### config.mk
export PLATFORM = sky130hd
export DESIGN_NAME = fp32_to_fp8_e4m3_flat
export DESIGN_NICKNAME = d
export VERILOG_FILES = /design/src/rtl/fp8_e4m3_pkg.sv /design/src/rtl/fp32_to_fp8_e4m3_if.sv /design/src/rtl/fp8_e4m3_round.sv /design/src/rtl/fp32_to_fp8_e4m3.sv /design/src/flat_wrapper.sv
export SDC_FILE = /design/constraint.sdc
export NUM_CORES = 1
export LEC_CHECK = 0
export ABC_AREA = 1
export CELL_PAD_IN_SITES_DETAIL_PLACEMENT = 1
export CELL_PAD_IN_SITES_GLOBAL_PLACEMENT = 1
export CORE_MARGIN = 4
export CORE_UTILIZATION = 44
export CTS_CLUSTER_DIAMETER = 40
export CTS_CLUSTER_SIZE = 8
export DETAILED_ROUTE_END_ITERATION = 6
export PLACE_DENSITY_LB_ADDON = 0.08
export SLEW_MARGIN = 20
export SYNTH_ARGS = -nofsm -noshare
export SYNTH_HDL_FRONTEND = slang
export SYNTH_SLANG_ARGS = --single-unit
export TNS_END_PERCENT = 1
### constraint.sdc
create_clock -name clk -period 6.79 [get_ports clk]
set_input_delay 1.358 -clock clk [delete_from_list [all_inputs] [get_ports clk]]
set_output_delay 1.358 -clock clk [all_outputs]
set_load 0.05 [all_outputs]
### src/rtl/fp8_e4m3_pkg.sv
// Shared E4M3 constants, pipeline payload types and the unpack/finalize helpers
// used by the FP32 -> FP8 E4M3 converter.
package fp8_e4m3_pkg;

  localparam int FP8_EXP_W   = 4;
  localparam int FP8_MANT_W  = 3;
  localparam int FP8_W       = 1 + FP8_EXP_W + FP8_MANT_W;
  localparam int FP8_BIAS    = 7;
  localparam int FP32_BIAS   = 127;
  localparam int FP8_EXP_MAX = 15;
  localparam logic [6:0] FP8_MAX_MAG = 7'h7F;

  localparam int FLAG_W         = 4;
  localparam int FLAG_INEXACT   = 0;
  localparam int FLAG_UNDERFLOW = 1;
  localparam int FLAG_OVERFLOW  = 2;
  localparam int FLAG_INVALID   = 3;

  localparam int EXP_W = 10;
  localparam int SIG_W = 24;

  typedef enum logic [2:0] {
    CLS_NORMAL    = 3'd0,
    CLS_ZERO      = 3'd1,
    CLS_SUBNORMAL = 3'd2,
    CLS_INF       = 3'd3,
    CLS_NAN       = 3'd4
  } fp32_class_e;

  typedef struct packed {
    logic                    sign;
    fp32_class_e             cls;
    logic signed [EXP_W-1:0] exp8;
    logic [SIG_W-1:0]        sig;
  } unpacked_t;

  typedef struct packed {
    logic              sign;
    fp32_class_e       cls;
    logic [FP8_W-1:0]  data;
    logic [FLAG_W-1:0] flags;
  } rounded_t;

  typedef struct packed {
    logic [FLAG_W-1:0] flags;
    logic [FP8_W-1:0]  data;
  } result_t;

  // Rebias straight into the FP8 exponent domain so the rounder sees e8 directly.
  function automatic unpacked_t fp32_unpack(input logic [31:0] x);
    unpacked_t u;
    u.sign = x[31];
    u.exp8 = $signed({2'b00, x[30:23]}) - $signed(EXP_W'(FP32_BIAS - FP8_BIAS));
    u.sig  = {1'b1, x[22:0]};
    if (&x[30:23])       u.cls = (~|x[22:0]) ? CLS_INF : CLS_NAN;
    else if (~|x[30:23]) u.cls = (~|x[22:0]) ? CLS_ZERO : CLS_SUBNORMAL;
    else                 u.cls = CLS_NORMAL;
    return u;
  endfunction

  function automatic result_t fp8_finalize(input rounded_t r);
    result_t res;
    res.flags = r.flags;
    res.data  = r.data;
    case (r.cls)
      CLS_ZERO: begin
        res.flags = '0;
        res.data  = '0;
      end
      CLS_SUBNORMAL: begin
        res.flags               = '0;
        res.flags[FLAG_INEXACT] = 1'b1;
        res.data                = '0;
      end
      CLS_INF: begin
        res.flags                = '0;
        res.flags[FLAG_OVERFLOW] = 1'b1;
        res.data                 = {r.sign, FP8_MAX_MAG};
      end
      CLS_NAN: begin
        res.flags               = '0;
        res.flags[FLAG_INVALID] = 1'b1;
        res.data                = {1'b0, FP8_MAX_MAG};
      end
      default: ;
    endcase
    return res;
  endfunction

endpackage

### src/rtl/fp32_to_fp8_e4m3_if.sv
// Operand/result stream bundle. Handshake: a beat moves on a rising edge where
// valid && ready; a producer holding valid keeps its payload stable until taken.
interface fp32_to_fp8_e4m3_if;
  logic        in_valid;
  logic        in_ready;
  logic [31:0] in_data;
  logic        out_valid;
  logic        out_ready;
  logic [7:0]  out_data;
  logic [3:0]  out_flags;

  modport master (
    output in_valid, in_data, out_ready,
    input  in_ready, out_valid, out_data, out_flags
  );

  modport slave (
    input  in_valid, in_data, out_ready,
    output in_ready, out_valid, out_data, out_flags
  );
endinterface

### src/rtl/fp8_e4m3_round.sv
// Combinational align/round/saturate of a finite operand already rebiased to
// the FP8 exponent (e8); emits the packed E4M3 byte and its flags.
module fp8_e4m3_round
  import fp8_e4m3_pkg::*;
(
  input  logic                    i_sign,
  input  logic signed [EXP_W-1:0] i_exp,
  input  logic [SIG_W-1:0]        i_sig,
  input  logic                    i_rne,
  output logic [FP8_W-1:0]        o_data,
  output logic [FLAG_W-1:0]       o_flags
);

  localparam int L_MSB = SIG_W - 1;
  localparam int L_LSB = SIG_W - 1 - FP8_MANT_W;
  localparam int L_G   = L_LSB - 1;

  logic                    w_sub;
  logic signed [EXP_W-1:0] w_sh_full;
  logic [2:0]              w_sh;
  logic [SIG_W+4:0]        w_wide;
  logic [SIG_W-1:0]        w_shifted;
  logic                    w_guard;
  logic                    w_sticky;
  logic                    w_rnd;
  logic [FP8_MANT_W+1:0]   w_sum;
  logic signed [EXP_W-1:0] w_exp_rnd;
  logic                    w_lost;
  logic                    w_sat;
  logic                    w_zero;

  always_comb begin
    w_sub     = i_exp[EXP_W-1] | ~|i_exp;
    w_sh_full = 10'sd1 - i_exp;
    // Five places already push the hidden bit below guard, so larger shifts are all sticky.
    if (!w_sub)                   w_sh = 3'd0;
    else if (w_sh_full > 10'sd5)  w_sh = 3'd5;
    else                          w_sh = w_sh_full[2:0];

    w_wide    = {i_sig, 5'b00000} >> w_sh;
    w_shifted = w_wide[SIG_W+4:5];
    w_guard   = w_shifted[L_G];
    w_sticky  = (|w_shifted[L_G-1:0]) | (|w_wide[4:0]);
    w_rnd     = i_rne & w_guard & (w_sticky | w_shifted[L_LSB]);
    w_sum     = {1'b0, w_shifted[L_MSB:L_LSB]} + {{FP8_MANT_W+1{1'b0}}, w_rnd};

    // Subnormal carry into bit 3 lands on the smallest normal (exp 1, mant 0).
    if (w_sub) w_exp_rnd = $signed({{EXP_W-1{1'b0}}, w_sum[FP8_MANT_W]});
    else       w_exp_rnd = i_exp + $signed({{EXP_W-1{1'b0}}, w_sum[FP8_MANT_W+1]});

    w_lost = w_guard | w_sticky;
    w_sat  = (w_exp_rnd > 10'sd15);
    w_zero = ~|w_exp_rnd[FP8_EXP_W-1:0] & ~|w_sum[FP8_MANT_W-1:0];

    o_flags = '0;
    o_data  = {i_sign, w_exp_rnd[FP8_EXP_W-1:0], w_sum[FP8_MANT_W-1:0]};
    if (w_sat) begin
      o_data                 = {i_sign, FP8_MAX_MAG};
      o_flags[FLAG_OVERFLOW] = 1'b1;
      o_flags[FLAG_INEXACT]  = 1'b1;
    end else begin
      if (w_zero) o_data = '0;
      o_flags[FLAG_INEXACT]   = w_lost;
      o_flags[FLAG_UNDERFLOW] = w_sub & w_lost;
    end
  end

endmodule

### src/rtl/fp32_to_fp8_e4m3.sv
// Three-stage FP32 -> FP8 E4M3 converter: S1 unpack/classify, S2 align/round,
// S3 pack/saturate. Each stage loads when its successor is empty or draining.
module fp32_to_fp8_e4m3
  import fp8_e4m3_pkg::*;
#(
  parameter bit RNE = 1'b1
) (
  input logic                clk,
  input logic                rst_n,
  fp32_to_fp8_e4m3_if.slave  bus
);

  logic              r_v1;
  logic              r_v2;
  logic              r_v3;
  unpacked_t         r_s1;
  rounded_t          r_s2;
  result_t           r_s3;

  logic              w_s3_free;
  logic              w_s2_free;
  logic              w_s2_adv;
  logic              w_s1_free;
  logic              w_s1_adv;
  logic              w_accept;
  logic [FP8_W-1:0]  w_rnd_data;
  logic [FLAG_W-1:0] w_rnd_flags;

  always_comb begin
    w_s3_free = ~r_v3 | bus.out_ready;
    w_s2_adv  = r_v2 & w_s3_free;
    w_s2_free = ~r_v2 | w_s3_free;
    w_s1_adv  = r_v1 & w_s2_free;
    w_s1_free = ~r_v1 | w_s2_free;
    w_accept  = bus.in_valid & bus.in_ready;
  end

  // Gating with rst_n keeps the input closed while reset is held.
  assign bus.in_ready  = rst_n & w_s1_free;
  assign bus.out_valid = r_v3;
  assign bus.out_data  = r_s3.data;
  assign bus.out_flags = r_s3.flags;

  fp8_e4m3_round u_round (
    .i_sign  (r_s1.sign),
    .i_exp   (r_s1.exp8),
    .i_sig   (r_s1.sig),
    .i_rne   (RNE),
    .o_data  (w_rnd_data),
    .o_flags (w_rnd_flags)
  );

  always_ff @(posedge clk or negedge rst_n) begin
    if (!rst_n) begin
      r_v1 <= 1'b0;
      r_v2 <= 1'b0;
      r_v3 <= 1'b0;
      r_s3 <= '0;
    end else begin
      if (w_s1_free) r_v1 <= w_accept;
      if (w_s2_free) r_v2 <= r_v1;
      if (w_s3_free) r_v3 <= r_v2;
      if (w_s2_adv)  r_s3 <= fp8_finalize(r_s2);
    end
  end

  always_ff @(posedge clk) begin
    if (w_accept) r_s1 <= fp32_unpack(bus.in_data);
    if (w_s1_adv) begin
      r_s2.sign  <= r_s1.sign;
      r_s2.cls   <= r_s1.cls;
      r_s2.data  <= w_rnd_data;
      r_s2.flags <= w_rnd_flags;
    end
  end

endmodule

### src/flat_wrapper.sv
// flat-port wrapper written by rule: the top's interface ports become plain ports
module fp32_to_fp8_e4m3_flat import fp8_e4m3_pkg::*;
#(
  parameter bit RNE = 1'b1
)
  (clk, rst_n, bus_in_valid, bus_in_data, bus_out_ready, bus_in_ready, bus_out_valid, bus_out_data, bus_out_flags);
  fp32_to_fp8_e4m3_if bus_i ();
  input logic clk;
  input logic rst_n;
  input wire logic [$bits(bus_i.in_valid)-1:0] bus_in_valid;
  input wire logic [$bits(bus_i.in_data)-1:0] bus_in_data;
  input wire logic [$bits(bus_i.out_ready)-1:0] bus_out_ready;
  output wire logic [$bits(bus_i.in_ready)-1:0] bus_in_ready;
  output wire logic [$bits(bus_i.out_valid)-1:0] bus_out_valid;
  output wire logic [$bits(bus_i.out_data)-1:0] bus_out_data;
  output wire logic [$bits(bus_i.out_flags)-1:0] bus_out_flags;
  assign bus_i.in_valid = bus_in_valid;
  assign bus_i.in_data = bus_in_data;
  assign bus_i.out_ready = bus_out_ready;
  assign bus_in_ready = bus_i.in_ready;
  assign bus_out_valid = bus_i.out_valid;
  assign bus_out_data = bus_i.out_data;
  assign bus_out_flags = bus_i.out_flags;
  fp32_to_fp8_e4m3 #(.RNE(RNE)) u_core (.clk(clk), .rst_n(rst_n), .bus(bus_i));
endmodule
==> flow_metrics.env <==
export IMPL_outcome="completed"
export IMPL_num_antenna_cells=0
export IMPL_dieArea_um2=9260
export IMPL_cts_resized_gates=0
export IMPL_gr_total_overflow=0
export IMPL_r2r_start="u_core.r_s1[25]"
export IMPL_criticalPathCategory="reg -> reg"
export IMPL_tritoncts="yes"
export IMPL_hp_start="u_core.r_s1[35]"
export IMPL_peakVddDrop_uv=119
export IMPL_fin_cells=543
export IMPL_syn_inst=383
export IMPL_synth_area_um2=3420
export IMPL_period_share=0.707
export IMPL_worstPathArrival_ns=4.90
export IMPL_grt_setup_unrepaired="false"
export IMPL_yosys_area_top_type_share=0.447
export IMPL_async_flop_share=0.227
export IMPL_drive_gt1_frac=0.0878
export IMPL_cp_start_kind="register"
export IMPL_fmax_mhz=208
export IMPL_required_ns=6.88
export IMPL_antenna_left=0
export IMPL_root_buffer="clkbuf_8"
export IMPL_crit_top_cell="nand2_1"
export IMPL_synth_seq_cells=66
export IMPL_synthTopCellsByArea="edfxtp_1 45%, nand2_1 11%, dfrtp_1 11%, nor2_1 5.5%, inv_1 5.3%"
export IMPL_drt_iter0_markers=106
export IMPL_routabilityCongestion=0.854
export IMPL_grt_max_degree=37
export IMPL_fin_skew_ns=0.00936
export IMPL_cts_inserted_buffers=9
export IMPL_total_power_mw=1.06
export IMPL_clock_path_buffers=2
export IMPL_setup_viol_count_final=0
export IMPL_synth_warnings=0
export IMPL_avgSynthCellArea_um2=8.94
export IMPL_std_cell_rows=31
export IMPL_synth_top_cell_by_area="edfxtp_1"
export IMPL_ys_flop_type="edfxtp_1"
export IMPL_slew_headroom=0.329
export IMPL_nFillCells=875
export IMPL_track_usage=0.178
export IMPL_finalHoldViolCount=0
export IMPL_worst_setup_path_end_kind="register"
export IMPL_dp_hpwl_um=5990
export IMPL_yosys_cell_count_top_type="nand2_1"
export IMPL_ys_seq_area_frac=0.557
export IMPL_r2r_end="u_core.r_s2[11]"
export IMPL_core_area_um2=7410
export IMPL_max_stage_delay_ns=0.46
export IMPL_start_util=0.462
export IMPL_routed_via_count=2705
export IMPL_critPathTopFamily="simple AND/OR/NAND/NOR gates"
export IMPL_min_to="u_core.r_s2[13]"
export IMPL_viasPerCell=4.98
export IMPL_io_buffers=49
export IMPL_design_portCount=50
export IMPL_htree_levels=3
export IMPL_maxCapViolCount=0
export IMPL_p_per_area_nw_per_um2=253
export IMPL_yosysUniqueCellTypes=32
export IMPL_die_w_um=96.2
export IMPL_synth_common_cells="102 x nand2_1, 51 x edfxtp_1, 50 x nor2_1"
export IMPL_place_inst=527
export IMPL_leakagePower_nw=1.80
export IMPL_crit_path_top_delay_cell="edfxtp_1"
export IMPL_wl_per_cell_um=13.7
export IMPL_hold_ws_ns=0.423
export IMPL_path_max_fanout=18
export IMPL_timing_critical_path_buf_inv=3
export IMPL_synth_edf_count=51
export IMPL_clock_sinks=66
export IMPL_drt_wl_total_um=7430
export IMPL_r2r_slack_ns=1.99
export IMPL_r2r_worst_path_cells=28
export IMPL_grt_antenna_before_repair=0
export IMPL_post_cts_setup_buffers=0
export IMPL_fin_crit_ns=4.80
export IMPL_worstMarginPinSlew_ns=1.00
export IMPL_die_h_um=96.2
export IMPL_drc=0
export IMPL_cts_hold_buf=0
export IMPL_whs_path_depth=0
export IMPL_area_delta_synth_final_pct=22.7
export IMPL_setup_tns_ns=0
export IMPL_clkTransAtPathRegs_ns=0.07
export IMPL_nets=481
export IMPL_drt_first_pass_iters=4
export IMPL_insertion_delay_ns=0.34
export IMPL_syn_nets=425
export IMPL_hold_path_class="reg -> reg"
export IMPL_grt_pass1_wl_um=12600
export IMPL_grt_pass1_vias=2851
export IMPL_slew_viol_final=0
-- through the flow --
step / setup slack [ns] / utilization / area (um^2)
after floorplan: 2.82 / - / 3420
after global placement: 2.24 / 0.541 / 4010
after detailed placement: 2.03 / 0.541 / 4010
after CTS: 1.98 / 0.567 / 4200
after global routing: 1.54 / 0.567 / 4200
final: 1.99 / 0.567 / 4200
-- report_power, final --
part	total (mW)	switching, mW	internal [mW]
registers	0.496	0.0189	0.477
logic	0.248	0.162	0.0864
clock network	0.318	0.139	0.179
total	1.06	0.319	0.742
-- layout make-up --
type / count / area, um^2 / area share
clock buffers: 13 / 149 / 0.0355
clock inverters: 3 / 40.0 / 0.00954
well taps: 99 / 124 / 0.0295
inverters: 51 / 191 / 0.0456
multi-input cells: 261 / 1290 / 0.307
flip-flops and latches: 66 / 1910 / 0.454
repair buffers: 50 / 498 / 0.119
-- registers in the layout, summed over array words and instances (netlist names) --
name	flops
u_core.bus.out_data	8
u_core.bus.out_flags	4
u_core.bus.out_valid	1
u_core.r_s1	36
u_core.r_s2	15
u_core.r_v1	1
u_core.r_v2	1
-- cells in the final DEF (no fill, tap or decap), types with 4 or more instances in the layout --
cell type | netlist | routed
nand4_1 | 4 | 4
clkbuf_8 | 0 | 10
edfxtp_1 | 51 | 51
dfrtp_1 | 15 | 15
ha_1 | 6 | 6
inv_1 | 48 | 48
a21oi_1 | 10 | 10
o21ai_0 | 5 | 5
nand2_1 | 102 | 102
nor4_1 | 8 | 8
xor2_1 | 4 | 4
nor2_1 | 50 | 49
nor3_1 | 5 | 5
o21ai_1 | 4 | 4
nand3_1 | 34 | 34
clkdlybuf4s50_1 | 0 | 49
or2_2 | 4 | 4
-- how the worst max path moves through the flow --
stage	startpoint	to	slack (ns)	cells past startpoint
floorplan	u_core.r_s1[25]	u_core.r_s2[11]	2.82	25
global placement	u_core.r_s1[25]	u_core.r_s2[11]	2.24	26
detailed placement	u_core.r_s1[25]	u_core.r_s2[11]	2.03	27
CTS	u_core.r_s1[25]	u_core.r_s2[11]	1.98	28
global route	u_core.r_s1[25]	u_core.r_s2[11]	1.54	28
finish	u_core.r_s1[25]	u_core.r_s2[11]	1.99	28
-- worst register-to-register path: cells and delay by family, from the launching register on --
family                   cells  cell delay [ns]
AND/OR/NAND/NOR             19             2.77
adder cells (fa/ha/maj)      4             0.82
flip-flops                   1             0.46
buffers and inverters        3             0.32
AO/OA/AOI/OAI                2             0.20
-- metal layers --
metal | up-vias | wire, um | track usage
met3 | 11 | 296 | 0.0289
met1 | 1261 | 3150 | 0.205
met4 | 0 | 104 | 0.0735
li1 | 1383 | - | -
met2 | 50 | 3880 | 0.324
met5 | - | 0 | 0
-- kinds of logic (layout without fill, tap and decap cells) --
family,count (synthesis),count (layout),synth area share
buffers and inverters,56,117,0.0683
adders and majority gates,6,6,0.0219
xor gates and xnor gates,4,4,0.0102
AOI/OAI and AO/OA,28,28,0.0490
and+or+nand+nor,223,223,0.293
DFF,66,66,0.557
No activity file was read; power rests on OpenSTA's default activity.
==> RTL change 1 (config.mk and constraints unchanged) <==
Put a register stage on the output `bus.out_flags`. The value now appears one clock later.
--- a/src/rtl/fp32_to_fp8_e4m3.sv
+++ b/src/rtl/fp32_to_fp8_e4m3.sv
@@ -39,7 +39,9 @@
   assign bus.in_ready  = rst_n & w_s1_free;
   assign bus.out_valid = r_v3;
   assign bus.out_data  = r_s3.data;
-  assign bus.out_flags = r_s3.flags;
+  always_ff @(posedge clk) begin
+    bus.out_flags <= r_s3.flags;
+  end
 
   fp8_e4m3_round u_round (
     .i_sign  (r_s1.sign),
Behaviour: not the same (Yosys sat finds a counterexample within 4 cycles, from zero or initial values and one cycle with rst_n low).
==> RTL change 1 against the original RTL <==
- critical path depth fell by 24
- critical path type is now primary input to primary output
- worst hold slack got worse by 0.044 ns
- routed wire length fell by 2.1%
- cell area rose by 1.2%
- critical endpoint is now bus_in_ready
- sequential cell count rose by 4
- combinational power fell by 2%
- largest power group unchanged
- setup slack improved by 0.016 ns
- power rose by 7.6%
- first-iteration DRC count fell by 54%
- area after synthesis rose by 1.5%
==> RTL change 1: results (changes against the original RTL) <==
cts:
  clock_latency_ns: 0.34  # about the same
  cts_resized: 0  # unchanged
  h-tree-depth: 3  # unchanged
  cts-root-buf: "clkbuf_8"
  cts_setup_buffers: 0  # unchanged
  cts.clk_slew.worst_paths_ns: 0.07  # about the same
  ctsHoldBuffers: 0  # unchanged
  clockBufferDepth: 2  # unchanged
  cts_buffers: 9  # unchanged
detailed_routing:
  wl_met2_mm: 4.01  # +3.3%
  met1_length_mm: 2.85  # -9.6%
  top_layer: "met4"
  viasPerCell: 4.95  # -0.63%
  wl_met3_um: 303  # +2.4%
  drt-total-wl_mm: 7.28  # -2.1%
  drtIter0Drc: 49  # -54%
  first_pass_iters: 4  # unchanged
run_status:
  outcome: "complete, no violations"
final_layout:
  fillers: 876  # +0.11%
  antenna_cells: 0  # unchanged
  drive_gt1_frac: 0.112  # +0.0246
  regMostFlops: "u_core.r_s1"
  largest_reg_flops: 36  # unchanged
  final_nets: 455  # -5.4%
logic_synthesis:
  synth.top_cells.by_area: "edfxtp_1, dfrtp_1, nand2_1"
  async_flop_share: 0.214  # -0.0130
  synthFlopType: "edfxtp_1"
  ys_types: 37  # +16%
  synth_commonest_cells: "nand2_1, edfxtp_1, nor2_1"
  yosys_warnings: 0  # unchanged
  syn_nets: 405  # -4.7%
  ys_seq_area_frac: 0.572  # +0.0146
  synth_edf_count: 51  # unchanged
min_path:
  hold_class: "flop to flop"
place:
  placed_area_mm2: 0.00402  # +0.28%
  dp_hpwl_mm: 5.73  # -4.4%
  gp_congestion: 0.777  # -9.0%
  numPortBuffers: 49  # unchanged
sta:
  final.setup_skew_ns: 0.00570  # -0.00365 ns
  worst_pin_slew_ns: 0.728  # -0.277 ns
worst_setup_path:
  critical_path.max_stage_delay_ns: 0.94  # +0.48 ns
  critPathMaxFanout: 16  # -2
  cp.arrival_ns: 3.43  # -1.47 ns
  cp_slowest_cell: "clkdlybuf4s50_1"
power:
  peakVddDrop_mv: 0.132  # +11%
  static-leakage-power_nw: 1.79  # -0.38%
grt:
  grt_pass1_wl_mm: 12.5  # -0.16%
  grt_max_degree: 37  # unchanged
  grt_antenna_before_repair: 0  # unchanged
  grt_use_total: 0.166  # -0.0116
  grt_pass1_vias: 2707  # -5.1%
RTL change 1: cell count changes in the layout (fill, tap and decap cells not counted), moves of 2 or more:
cell | before | now
a21oi_1 | 10 | 13
nor2_1 | 49 | 41
clkbuf_1 | 3 | 1
dfxtp_1 | 0 | 4
clkinv_2 | 2 | 0
inv_2 | 3 | 5
nand3_1 | 34 | 23
nand2_1 | 102 | 88
clkbuf_16 | 0 | 2
inv_1 | 48 | 41
RTL change 1: cell families after synthesis:
group | synth area share
AO/OA/AOI/OAI | 0.0569
XOR/XNOR | 0.0101
adder cells (fa/ha/maj) | 0.0216
buffers and inverters | 0.0752
AND/OR/NAND/NOR | 0.265
flip-flops | 0.572
RTL change 1: where the power goes:
part / leakage, nW / total (W) / switching (W) / internal (W)
combinational: 0.999 / 0.000243 / 0.000157 / 0.0000853
clock: 0.111 / 0.000373 / 0.000159 / 0.000214
sequential: 0.685 / 0.000527 / 0.0000205 / 0.000506
RTL change 1: critical path: cells and delay by family:
family	cells	cell delay [ns]
and+or+nand+nor	1	0.23
buffers and inverters	3	1.83
RTL change 1: stage by stage:
step	instances	util	total power, W	setup slack [ns]
floorplan	363	-	0.000710	3.11
global placement	504	0.523	0.000773	2.03
detailed placement	504	0.523	0.000782	1.96
CTS	520	0.553	0.00116	1.93
global route	520	0.553	0.00119	1.77
finish	520	0.553	0.00114	2.01
RTL change 1: layout make-up:
cell class                 instances  share of cell area
sequential                        70               0.468
multi-input combinational        235               0.289
timing repair buffer              50               0.117
inverter                          47              0.0421
clock buffer                      12              0.0418
tap                              102              0.0300
clock inverter                     4              0.0118
RTL change 1: layer usage:
metal	vias up	track usage
met5	-	0
met4	0	0.0562
met3	10	0.0418
met2	47	0.319
met1	1222	0.174
li1	1295	-
RTL change 1: path summary, 6_finish.rpt:
| path | from | end | slack, ns | cells past startpoint |
|---|---|---|---|---|
| setup / recovery | rst_n | bus_in_ready | 2.01 | 4 |
| setup reg to reg | u_core.r_s1[25]$_DFFE_PP_ | u_core.r_s2[11]$_DFFE_PP_ | 2.52 | 26 |
| hold / removal | u_core.r_s3[10]$_DFFE_PN0P_ | u_core.bus.out_flags[2]$_DFF_P_ | 0.38 | 0 |
| max in group asynchronous | rst_n | u_core.r_s3[9]$_DFFE_PN0P_ | 4.88 | 1 |
| hold reg to reg | u_core.r_s3[10]$_DFFE_PN0P_ | u_core.bus.out_flags[2]$_DFF_P_ | 0.38 | 0 |
| min in group asynchronous | rst_n | u_core.bus.out_valid$_DFFE_PN0P_ | 1.45 | 1 |
==> RTL change 2 (same flow settings) <==
Without the edit above. `RNE` is set to 1'b1 in 2 places; all go to 1'b0.
--- a/src/rtl/fp32_to_fp8_e4m3.sv
+++ b/src/rtl/fp32_to_fp8_e4m3.sv
@@ -3,7 +3,7 @@
 module fp32_to_fp8_e4m3
   import fp8_e4m3_pkg::*;
 #(
-  parameter bit RNE = 1'b1
+  parameter bit RNE = 1'b0
 ) (
   input logic                clk,
   input logic                rst_n,
--- a/src/flat_wrapper.sv
+++ b/src/flat_wrapper.sv
@@ -1,7 +1,7 @@
 // flat-port wrapper written by rule: the top's interface ports become plain ports
 module fp32_to_fp8_e4m3_flat import fp8_e4m3_pkg::*;
 #(
-  parameter bit RNE = 1'b1
+  parameter bit RNE = 1'b0
 )
   (clk, rst_n, bus_in_valid, bus_in_data, bus_out_ready, bus_in_ready, bus_out_valid, bus_out_data, bus_out_flags);
   fp32_to_fp8_e4m3_if bus_i ();
Check against the original RTL: not equivalent (Yosys sat finds a counterexample within 4 cycles, from zero or initial values and one cycle with rst_n low).
==> RTL change 2 against the original RTL <==
- sequential cell count did not move
- power fell by 3.1%
- die area fell by 6.1%
- cell area fell by 5.6%
- largest cell class unchanged
- sequential power barely moved
- count of clock-buffer cells in the layout fell by 1
- synthesized cell count fell by 10%
- routed wire length fell by 5.9%
- area after synthesis fell by 6.7%
- clock power fell by 5%
- worst hold slack barely moved
- critical endpoint is now bus_in_ready
- setup slack improved by 0.31 ns
- fmax rose by 6.9%
==> RTL change 2: results (changes against the original RTL) <==
final_layout:
  drive_gt1_frac: 0.0645  # -0.0233
  fin_cells: 499  # -8.1%
  final_nets: 436  # -9.4%
  fillers: 805  # -8.0%
worst_setup_path:
  crit_start: "bus_out_ready"
  r2r_slack_ns: 3.81  # +1.82 ns
  cp_slowest_cell: "clkdlybuf4s50_1"
  cp.arrival_ns: 3.13  # -1.77 ns
  crit_family: "buffers and inverters"
  critical_path.max_stage_delay_ns: 0.79  # +0.33 ns
  crit_end: "bus_in_ready"
  critPathMaxFanout: 3  # -15
sta:
  whs_ns: 0.423  # -0.00000700 ns
  fin_crit_ns: 4.49  # -0.310 ns
  maxSlewHeadroom: 0.336  # +0.00708
grt:
  grt_use_total: 0.176  # -0.00161
  grt_use_met3: 0.0346  # +0.00566
  grt_pass1_wl_mm: 11.8  # -5.9%
  grt_pass1_vias: 2536  # -11%
  use_met2: 0.306  # -0.0182
power:
  p_comb_frac: 0.226  # -0.008
  pwr-share-clk: 0.292  # -0.007
  static-leakage-power_nw: 1.67  # -7.2%
  peakVddDrop_mv: 0.114  # -4.3%
  p_sw_frac: 0.295  # -0.00566
  pg_seq_w: 0.000495  # about the same
detailed_routing:
  wl_met3_um: 345  # +17%
  drt-total-wl_mm: 6.99  # -5.9%
  wl_met2_mm: 3.55  # -8.5%
  via_count: 2448  # -9.5%
  met1_length_mm: 2.99  # -5.3%
cts:
  cts_setup_buffers: 0  # unchanged
place:
  dp_hpwl_mm: 5.64  # -5.9%
  gp_congestion: 0.829  # -2.9%
  dp_cells: 483  # -8.3%
  dp_slack_ns: 2.27  # +0.244 ns
run_status:
  outcome: "complete, no violations"
logic_synthesis:
  synth.top_cells.by_area: "edfxtp_1, dfrtp_1, nand2_1"
  synthCells: 343  # -10%
  ys_seq_area_frac: 0.597  # +0.0397
  synth_commonest_cells: "nand2_1, edfxtp_1, inv_1"
  syn_nets: 381  # -10%
min_path:
  hold_class: "flop to flop"
-- RTL change 2: changes by cell type after synthesis, sizes merged, moves of 3 or more --
cell / unedited run / this run
a21oi: 13 / 10
nor2: 54 / 42
nor3: 6 / 3
nand3: 36 / 30
o21ai: 11 / 8
ha: 6 / 2
nand3b: 3 / 6
nand2: 106 / 97
inv: 51 / 46
-- RTL change 2: final cells by class --
class / count / area (µm²) / area share
flip-flops and latches: 66 / 1910 / 0.481
multi-input cells: 225 / 1090 / 0.274
repair buffers: 50 / 498 / 0.126
inverters: 46 / 175 / 0.0442
clock buffers: 12 / 135 / 0.0341
well taps: 96 / 120 / 0.0303
clock inverters: 4 / 42.5 / 0.0107
-- RTL change 2: cells by family after synthesis --
| logic type | count (synthesis) | share of synthesized area |
|---|---|---|
| compound gates | 25 | 0.0462 |
| xor+xnor | 3 | 0.00822 |
| fa+ha+maj | 2 | 0.00783 |
| buf+inv | 52 | 0.0654 |
| flops | 66 | 0.597 |
| simple gates | 195 | 0.276 |
